File: src/rtl/scan_scheduler.sv
// Row-scan / bit-plane (BCM) sequencer. Requests the next plane from the serial
// shifter while the current one is displayed, then blanks, latches and re-lights the panel.
module scan_scheduler #(
    parameter int NUM_ROWS     = 16,
    parameter int BIT_DEPTH    = 8,
    parameter int BASE_TICKS   = 64,
    parameter int BLANK_CYCLES = 4,
    localparam int ROW_W   = (NUM_ROWS > 1) ? $clog2(NUM_ROWS) : 1,
    localparam int PLANE_W = (BIT_DEPTH > 1) ? $clog2(BIT_DEPTH) : 1
) (
    input  logic                clk,
    input  logic                reset_n,
    input  logic                enable,
    input  logic [7:0]          brightness,
    input  logic                shift_done,
    output logic                shift_start,
    output logic [ROW_W-1:0]    shift_row,
    output logic [PLANE_W-1:0]  shift_plane,
    output logic                latch_enable,
    output logic                output_enable_n,
    output logic [NUM_ROWS-1:0] row_select_n,
    output logic                frame_done
);
    localparam int MAX_PERIOD = BASE_TICKS << (BIT_DEPTH - 1);
    localparam int PER_W      = $clog2(MAX_PERIOD + 1);
    localparam int PROD_W     = PER_W + 9;
    localparam int BLK_W      = $clog2(BLANK_CYCLES + 1);

    localparam logic [ROW_W-1:0]   LAST_ROW    = ROW_W'(NUM_ROWS - 1);
    localparam logic [PLANE_W-1:0] LAST_PLANE  = PLANE_W'(BIT_DEPTH - 1);
    localparam logic [BLK_W-1:0]   LAST_BLANK  = BLK_W'(BLANK_CYCLES - 1);
    localparam logic [PER_W-1:0]   BASE_PERIOD = PER_W'(BASE_TICKS);

    typedef enum logic [2:0] {IDLE, PRIME, BLANK, LATCH, DISPLAY} state_t;

    state_t                state_reg, state_next;
    logic [ROW_W-1:0]      shift_row_reg, shift_row_next;
    logic [PLANE_W-1:0]    shift_plane_reg, shift_plane_next;
    logic [ROW_W-1:0]      disp_row_reg, disp_row_next;
    logic [PLANE_W-1:0]    disp_plane_reg, disp_plane_next;
    logic [PER_W-1:0]      timer_reg, timer_next;
    logic [PER_W-1:0]      period_reg, period_next;
    logic [PER_W-1:0]      on_len_reg, on_len_next;
    logic [BLK_W-1:0]      blank_cnt_reg, blank_cnt_next;
    logic                  shift_ready_reg, shift_ready_next;
    logic                  shift_start_reg, shift_start_next;
    logic                  latch_reg, latch_next;
    logic                  oe_n_reg, oe_n_next;
    logic [NUM_ROWS-1:0]   row_sel_reg, row_sel_next;
    logic                  frame_done_reg, frame_done_next;

    logic [ROW_W-1:0]      adv_row;
    logic [PLANE_W-1:0]    adv_plane;
    logic                  adv_wrap;
    logic [PER_W-1:0]      new_period;
    logic [8:0]            bright_inc;
    logic [PROD_W-1:0]     on_prod;
    logic [PER_W-1:0]      new_on_len;
    logic [PER_W-1:0]      timer_inc;

    // on-time is computed at full product width so brightness 255 yields the whole period
    assign new_period = BASE_PERIOD << disp_plane_reg;
    assign bright_inc = {1'b0, brightness} + 9'd1;
    assign on_prod    = PROD_W'(new_period) * PROD_W'(bright_inc);
    assign new_on_len = PER_W'(on_prod >> 8);
    assign timer_inc  = timer_reg + PER_W'(1);

    always_comb begin
        adv_row   = shift_row_reg;
        adv_plane = shift_plane_reg + PLANE_W'(1);
        adv_wrap  = 1'b0;
        if (shift_plane_reg == LAST_PLANE) begin
            adv_plane = '0;
            if (shift_row_reg == LAST_ROW) begin
                adv_row  = '0;
                adv_wrap = 1'b1;
            end else begin
                adv_row = shift_row_reg + ROW_W'(1);
            end
        end
    end

    always_comb begin
        state_next       = state_reg;
        shift_row_next   = shift_row_reg;
        shift_plane_next = shift_plane_reg;
        disp_row_next    = disp_row_reg;
        disp_plane_next  = disp_plane_reg;
        timer_next       = timer_reg;
        period_next      = period_reg;
        on_len_next      = on_len_reg;
        blank_cnt_next   = blank_cnt_reg;
        shift_ready_next = shift_ready_reg;
        shift_start_next = 1'b0;
        latch_next       = 1'b0;
        frame_done_next  = 1'b0;
        oe_n_next        = 1'b1;
        row_sel_next     = '1;

        case (state_reg)
            IDLE: begin
                shift_row_next   = '0;
                shift_plane_next = '0;
                disp_row_next    = '0;
                disp_plane_next  = '0;
                timer_next       = '0;
                blank_cnt_next   = '0;
                shift_ready_next = 1'b0;
                if (enable) begin
                    state_next       = PRIME;
                    shift_start_next = 1'b1;
                end
            end
            PRIME: begin
                if (shift_done) begin
                    state_next     = BLANK;
                    blank_cnt_next = '0;
                end
            end
            BLANK: begin
                if (blank_cnt_reg == LAST_BLANK) begin
                    if (!enable) begin
                        state_next       = IDLE;
                        shift_row_next   = '0;
                        shift_plane_next = '0;
                        disp_row_next    = '0;
                        disp_plane_next  = '0;
                        timer_next       = '0;
                        blank_cnt_next   = '0;
                        shift_ready_next = 1'b0;
                    end else begin
                        // registered outputs: the latch actions land on the LATCH cycle itself
                        state_next       = LATCH;
                        latch_next       = 1'b1;
                        disp_row_next    = shift_row_reg;
                        disp_plane_next  = shift_plane_reg;
                        shift_row_next   = adv_row;
                        shift_plane_next = adv_plane;
                        frame_done_next  = adv_wrap;
                    end
                end else begin
                    blank_cnt_next = blank_cnt_reg + BLK_W'(1);
                end
            end
            LATCH: begin
                state_next       = DISPLAY;
                period_next      = new_period;
                on_len_next      = new_on_len;
                timer_next       = '0;
                shift_ready_next = 1'b0;
                shift_start_next = 1'b1;
                row_sel_next     = ~(NUM_ROWS'(1) << disp_row_reg);
                oe_n_next        = (new_on_len == '0);
            end
            DISPLAY: begin
                row_sel_next = row_sel_reg;
                if (shift_done) begin
                    shift_ready_next = 1'b1;
                end
                if (timer_reg == period_reg - PER_W'(1)) begin
                    // period spent: leave only once the next plane is in the shifter
                    if (shift_ready_reg || shift_done) begin
                        state_next     = BLANK;
                        blank_cnt_next = '0;
                        row_sel_next   = '1;
                    end
                end else begin
                    timer_next = timer_inc;
                    oe_n_next  = !(timer_inc < on_len_reg);
                end
            end
            default: state_next = IDLE;
        endcase
    end

    always_ff @(posedge clk) begin
        if (!reset_n) begin
            state_reg       <= IDLE;
            shift_row_reg   <= '0;
            shift_plane_reg <= '0;
            disp_row_reg    <= '0;
            disp_plane_reg  <= '0;
            timer_reg       <= '0;
            period_reg      <= '0;
            on_len_reg      <= '0;
            blank_cnt_reg   <= '0;
            shift_ready_reg <= 1'b0;
            shift_start_reg <= 1'b0;
            latch_reg       <= 1'b0;
            oe_n_reg        <= 1'b1;
            row_sel_reg     <= '1;
            frame_done_reg  <= 1'b0;
        end else begin
            state_reg       <= state_next;
            shift_row_reg   <= shift_row_next;
            shift_plane_reg <= shift_plane_next;
            disp_row_reg    <= disp_row_next;
            disp_plane_reg  <= disp_plane_next;
            timer_reg       <= timer_next;
            period_reg      <= period_next;
            on_len_reg      <= on_len_next;
            blank_cnt_reg   <= blank_cnt_next;
            shift_ready_reg <= shift_ready_next;
            shift_start_reg <= shift_start_next;
            latch_reg       <= latch_next;
            oe_n_reg        <= oe_n_next;
            row_sel_reg     <= row_sel_next;
            frame_done_reg  <= frame_done_next;
        end
    end

    assign shift_start     = shift_start_reg;
    assign shift_row       = shift_row_reg;
    assign shift_plane     = shift_plane_reg;
    assign latch_enable    = latch_reg;
    assign output_enable_n = oe_n_reg;
    assign row_select_n    = row_sel_reg;
    assign frame_done      = frame_done_reg;
endmodule

File: config.mk
export PLATFORM = sky130hd
export DESIGN_NAME = scan_scheduler
export DESIGN_NICKNAME = d
export VERILOG_FILES = /design/src/rtl/scan_scheduler.sv
export SDC_FILE = /design/constraint.sdc
export NUM_CORES = 1
export LEC_CHECK = 0
export ABC_AREA = 1
export CAP_MARGIN = 15
export CORE_MARGIN = 2
export CORE_UTILIZATION = 45
export CTS_CLUSTER_DIAMETER = 120
export DETAILED_ROUTE_END_ITERATION = 8
export GPL_TIMING_DRIVEN = 0
export PLACE_DENSITY = 0.74
export SYNTH_ARGS = -nofsm -noshare
export SYNTH_HDL_FRONTEND = slang
export SYNTH_SLANG_ARGS = --single-unit
File: constraint.sdc
create_clock -name clk -period 5.9 [get_ports clk]
set_clock_uncertainty 0.2 [all_clocks]
set_input_delay 1.18 -clock clk [delete_from_list [all_inputs] [get_ports clk]]
set_output_delay 1.18 -clock clk [all_outputs]
set_load 0.05 [all_outputs]
# Yosys cells after proc, flatten, opt, wreduce, memory -nomap -nowiden

Cells that the tools add are included.

Bits of input ports: 12
Flip-flop bits (word level): 83
Output and inout bits: 27
Word-level logic and storage cells: 105

Add/subtract/negate cells: 6
Shifts and indexed selects: 2
Multiplexer cells: 44
Eq/ne operators: 18
$mul: 1
Bitwise operators: 1
$lt $le $gt $ge: 1
Reductions and logical operators: 17

Operators with widths:

| operator                                             | number |
|---|---|
| 2-to-1 mux 3 bit                                     | 15 |
| 2-to-1 mux 14 bit                                    | 3 |
| one-hot mux 14 bit (3 select lines)                  | 1 |
| 2-to-1 mux 16 bit                                    | 2 |
| one-hot mux 16 bit (2 select lines)                  | 1 |
| 2-to-1 mux 4 bit                                     | 6 |
| multiplier 14 x 9 -> 22 bit                          | 1 |
| inequality test 2 bit (second input constant)        | 8 |
| NOT 16 bit                                           | 1 |
| one-hot mux 4 bit (2 select lines)                   | 2 |
| left shift 1 x 4 -> 16 bit (first input constant)    | 1 |
| one-hot mux 3 bit (5 select lines)                   | 1 |
| AND reduction 5 bit                                  | 3 |
| adder 14 x 1 -> 14 bit (second input constant)       | 1 |
| equality test 14 bit                                 | 1 |
| zero test 14 bit                                     | 1 |
| less-than comparator 14 bit                          | 1 |
| left shift 7 x 3 -> 14 bit (first input constant)    | 1 |
| subtractor 14 x 1 -> 14 bit (second input constant)  | 1 |
| one-hot mux 3 bit (2 select lines)                   | 2 |
| one-hot mux 3 bit (4 select lines)                   | 1 |
| adder 8 x 1 -> 9 bit (second input constant)         | 1 |
| equality test 3 x 2 -> 1 bit (second input constant) | 3 |
| AND reduction 4 bit                                  | 2 |
| 19 further kinds                                     | 30 |

# Longest topological paths before layout

Word-level depth: 6
Gate-level depth with buffers: 26

# Worst setup path after synthesis

OpenSTA, ideal clock, no wires.

Path type: input to register
Start: in brightness[1]
End: reg on_len_reg[13]
Arrival: 5.336 ns
Setup time: 0.109 ns
Required time: 5.591 ns
Path slack: 0.255 ns
Cell stages on the path: 19
Path buffers: 0
Cell sequence: nand3_1 -> nor2_1 -> nand4_1 -> xor2_1 -> or2_2 -> fa_1 -> fa_1 -> fa_1 -> fa_1 -> inv_1 -> ha_1 -> a21o_1 -> a21oi_1 -> nand2_1 -> a21oi_1 -> xor2_1 -> nand2_1 -> nand2_1 -> inv_1

Word-level cells in the longest chain between the ends: 2

RTL lines:

| item                        | line | RTL |
|---|---|---|
| from (decl)                 | 14   | `input logic [7:0] brightness,` |
| adder 8 x 1 -> 9 bit        | 63   | `assign bright_inc = {1'b0, brightness} + 9'd1;` |
| multiplier 14 x 9 -> 22 bit | 64   | `assign on_prod = PROD_W'(new_period) * PROD_W'(bright_inc);` |
| to (signal assigned)        | 201  | `on_len_reg <= on_len_next;` |
| to (decl)                   | 43   | `logic [PER_W-1:0] on_len_reg, on_len_next;` |

No other way between the ends.
A chain may end at the register's enable or synchronous reset.

# Worst setup path after layout

Start: in brightness[7]
End: reg oe_n_reg (netlist: output_enable_n)

Word-level cells in the longest chain between the ends: 4

RTL lines:

| item                               | line | RTL |
|---|---|---|
| adder 8 x 1 -> 9 bit               | 63   |  |
| multiplier 14 x 9 -> 22 bit        | 64   |  |
| zero test 14 bit                   | 153  | `oe_n_next = (new_on_len == '0);` |
| one-hot mux 1 bit (2 select lines) | 100  | `case (state_reg)` |
| to (signal assigned)               | 206  | `oe_n_reg <= oe_n_next;` |
| to (decl)                          | 48   | `logic oe_n_reg, oe_n_next;` |

No other way between the ends.

==> results.md <==
| Item | This run |
| --- | --- |
| Outcome | finished clean |
| Area fraction in compound gates after synthesis | 10.0% |
| Remaining number of nets flagged by the antenna check after routing | 0 |
| Combinational family with the most area after synthesis | simple AND/OR/NAND/NOR gates |
| Port buffer count | 38 |
| Worst R2R Path Depth | 20 |
| Transition time at the pin with the least slew margin | 0.704 ns |
| Level count of the clock H-tree | 3 |
| Synthesized area divided by synthesized cell count | 6.95 µm² |
| Average wire length per cell after detail routing | 13.5 µm |
| Launch point of the worst reg-to-reg path | disp_plane_reg[2] |
| Initial core utilization | 46.0% |
| Largest delay contributor family on the critical path | adder cells |
| Fin. max-slew vios | 0 |
| Gr ovfl total | 0 |
| Number of placement rows | 44 |
| Final cycle utilization of the critical path | 96.6% |
| RD Place Congestion | 0.944 |
| Worst hold path class | reg2reg |
| Number of endpoints failing setup at the final stage | 0 |
| Critical-path cell with the highest stage delay | clkdlybuf4s50_1 |
| Cell at the root of the clock tree | clkbuf_16 |
| Power Dens Cells | 420 nW/µm² |
| Residual DRC | 0 |
| Maximum count of clock buffers along a single path | 2 |
| Post-synthesis share of cell area spent on xor and xnor gates | 3.29% |
| Post-Synthesis Net Count | 1067 |
| Post-placement cell area | 7270 µm² |
| Leading cell type in the layout, fill and taps excluded | inv_1 |
| Clock latency on the worst-skew pair | 0.34 ns |
| Maximum number of pins on one net before global-route repair | 14 |
| CP peak stage delay | 0.66 ns |
| Critical-path cell list | clkdlybuf4s50_1 > xor2_4 > buf_4 > nor2_2 > fa_1 > fa_1 > fa_1 > inv_1 > fa_1 > inv_1 > ha_4 > nand2_2 > nor3_4 > nand3_1 > nand4_1 > xor2_2 > buf_4 > nand3_2 > nand2_2 |
| Number of diodes | 0 |
| CTS sink count | 77 |
| Count of cell instances traversed by the critical path | 19 |
| Leading cell types in the layout, fill and taps excluded | inv_1, nand2_1, nor2_1 |
| Required time at the worst-slack endpoint | 5.98 ns |
| Number of violations of the max-capacitance limit | 0 |
| Adder-cell share of the synthesized area | 22.8% |
| Upper clock frequency limit | 175 MHz |
| Final worst-path setup slack | 0.201 ns |
| Pre-CTS WS | -0.909 ns |
| Gate Count Post-Synth | 959 |
| Most Frequent Cell on Critical Path | fa_1 |
| Post-detailed-routing wire length | 16300 µm |
| Fraction of registers with async set or reset after synthesis | 0% |
| Final design area excluding fillers | 7900 µm² |
| Kind of end point of the critical path | flop |
| Register bit total from synthesis | 77 |
| Most frequently used flop master after synthesis | dfxtp_1 |
| Top-Level Pins | 39 |
| Critical Path AT | 5.78 ns |
| Via density per instance | 5.20 |
| Fraction of the mapped netlist area in simple logic gates | 28.9% |
| Core ar. | 14500 µm² |
| Cells taking the most area after synthesis | dfxtp_1, fa_1, ha_1, inv_1, nand2_1 |
| Multiplexer share of the synthesized area | 0% |
| Sequential fraction of the synthesis area | 23.1% |
| Hold buffer count at cts | 0 |
| Max-Slew Margin vs Limit | 53.0% |
| Maximum net fanout on the critical path | 5 |
| End-of-flow core utilization | 54.5% |
| Overall fraction of global-route tracks in use | 20.9% |
| Cell Area, Synth | 6660 µm² |
| Yosys top cell by area | dfxtp_1 |
| Clock slew at the register clock pins of the worst setup and hold paths | 0.06 ns |
| Minimum clock period | 5.70 ns |
| Overall power consumption | 3.32 mW |
| Worst r2r dst | output_enable_n |
| Die width | 126 µm |
| Worst path bufs/invs | 5 |
| Initial antenna violation count | 0 |
| Final hold violation count | 0 |
| Vertical die dimension | 126 µm |
| HPWL Detailed | 12700 µm |
| Total iterations of the first detailed-routing run | 5 |
| TritonCTS clock tree | yes |
| Distinct cell type count after synthesis | 44 |
| Via count of the first global-routing pass | 5947 |
| CP endpoint | output_enable_n |
| Total number of yosys warnings | 0 |
| Die Footprint | 15800 µm² |
| Number of enable flip-flop cells after synthesis | 0 |
| Flop2flop setup slack | 0.37 ns |
| Fraction of layout instances using a drive strength above 1 | 9.60% |
| Relative area change from synthesis to final layout | 18.5% |
| Leak pwr | 3.76 nW |
| Wire length of the first global-routing pass | 27500 µm |
| Flip-flop count of the largest register after layout | 16 |
| Detailed Route Iter0 Violations | 329 |
| Clock buffers created by TritonCTS | 9 |
| Setup crit start | brightness[7] |
| Nets | 1124 |
| Area share of the largest cell type after synthesis | 23.1% |
| Critical path class | in2reg |
| Launching element type of the critical path | input port |
| Number of vias in the routed layout | 6266 |
| Largest vdd supply drop | 257 µV |
| Hold slack final | 0.261 ns |
-- kinds of logic (layout without fill, tap and decap cells) --
group           Yosys count  in the layout
compound gates          120            120
xor+xnor                 25             25
fa+ha+maj                96             96
buf+inv                 204            266
flops                    77             77
other cells               1              1
simple gates            436            436
-- per-layer routing --
metal / part of all wire [%] / up-vias / GRT usage (%)
met5: 0 / - / 0
met4: 1.1 / 0 / 4.05
met3: 6.1 / 16 / 4.93
met2: 47 / 163 / 34.1
met1: 46 / 2919 / 28.5
li1: - / 3168 / -
-- cell type report --
class	count	area, µm²
Buffer	27	123
Clock buffer	11	233
Clock inverter	5	60.1
Fill cell	1340	6580
Inverter	177	664
Multi-Input combinational cell	678	4610
Sequential cell	77	1540
Tap cell	184	230
Timing Repair Buffer	46	435
-- where the power goes --
part | switching [mW] | internal, mW | total, mW
Clock | 0.222 | 0.329 | 0.551
Sequential | 0.0976 | 0.636 | 0.733
Combinational | 1.31 | 0.718 | 2.03
Total | 1.63 | 1.68 | 3.32
-- timing repair --
| action | in CTS | in global routing |
|---|---|---|
| gates resized for setup | 31 | 34 |
| pin swaps | 19 | 13 |
| buffers inserted | 4 | 4 |
| endpoints found under the setup margin | 8 | 7 |
-- cells in the mapped netlist (5+ instances only) --
cell,instances
a211oi_1,7
a21oi_1,48
buf_2,5
clkbuf_1,17
dfxtp_1,77
fa_1,42
ha_1,54
inv_1,171
nand2_1,167
nand3_1,94
nand4_1,18
nor2_1,117
nor2_2,6
nor3_1,16
o211ai_1,6
o21ai_0,42
o21ai_1,6
xor2_1,21
-- worst register-to-register path, delay by kind of cell (launching register included) --
kind	cells	cell delay (ns)
xor gates and xnor gates	1	0.20
DFF	1	0.34
and+or+nand+nor	8	1.30
adders and majority gates	5	2.37
buffers and inverters	6	1.10
-- how the worst min path moves through the flow --
stage	startpoint	end	depth (start not counted)
2_1_floorplan	shift_ready_reg	shift_ready_reg	2
3_3_place_gp	on_len_reg[1]	on_len_reg[1]	2
3_5_place_dp	on_len_reg[1]	on_len_reg[1]	2
4_1_cts	on_len_reg[2]	on_len_reg[2]	2
5_1_grt	on_len_reg[2]	on_len_reg[2]	2
6_report	on_len_reg[2]	on_len_reg[2]	2
-- metrics by stage --
step,setup TNS [ns],std cells
finish,0,1205
CTS,0,1201
global route,-0.0369,1205
detailed placement,-5.59,1181
global placement,-5.23,1181
floorplan,0,959
Note: power is estimated with default switching activity, not from simulation.
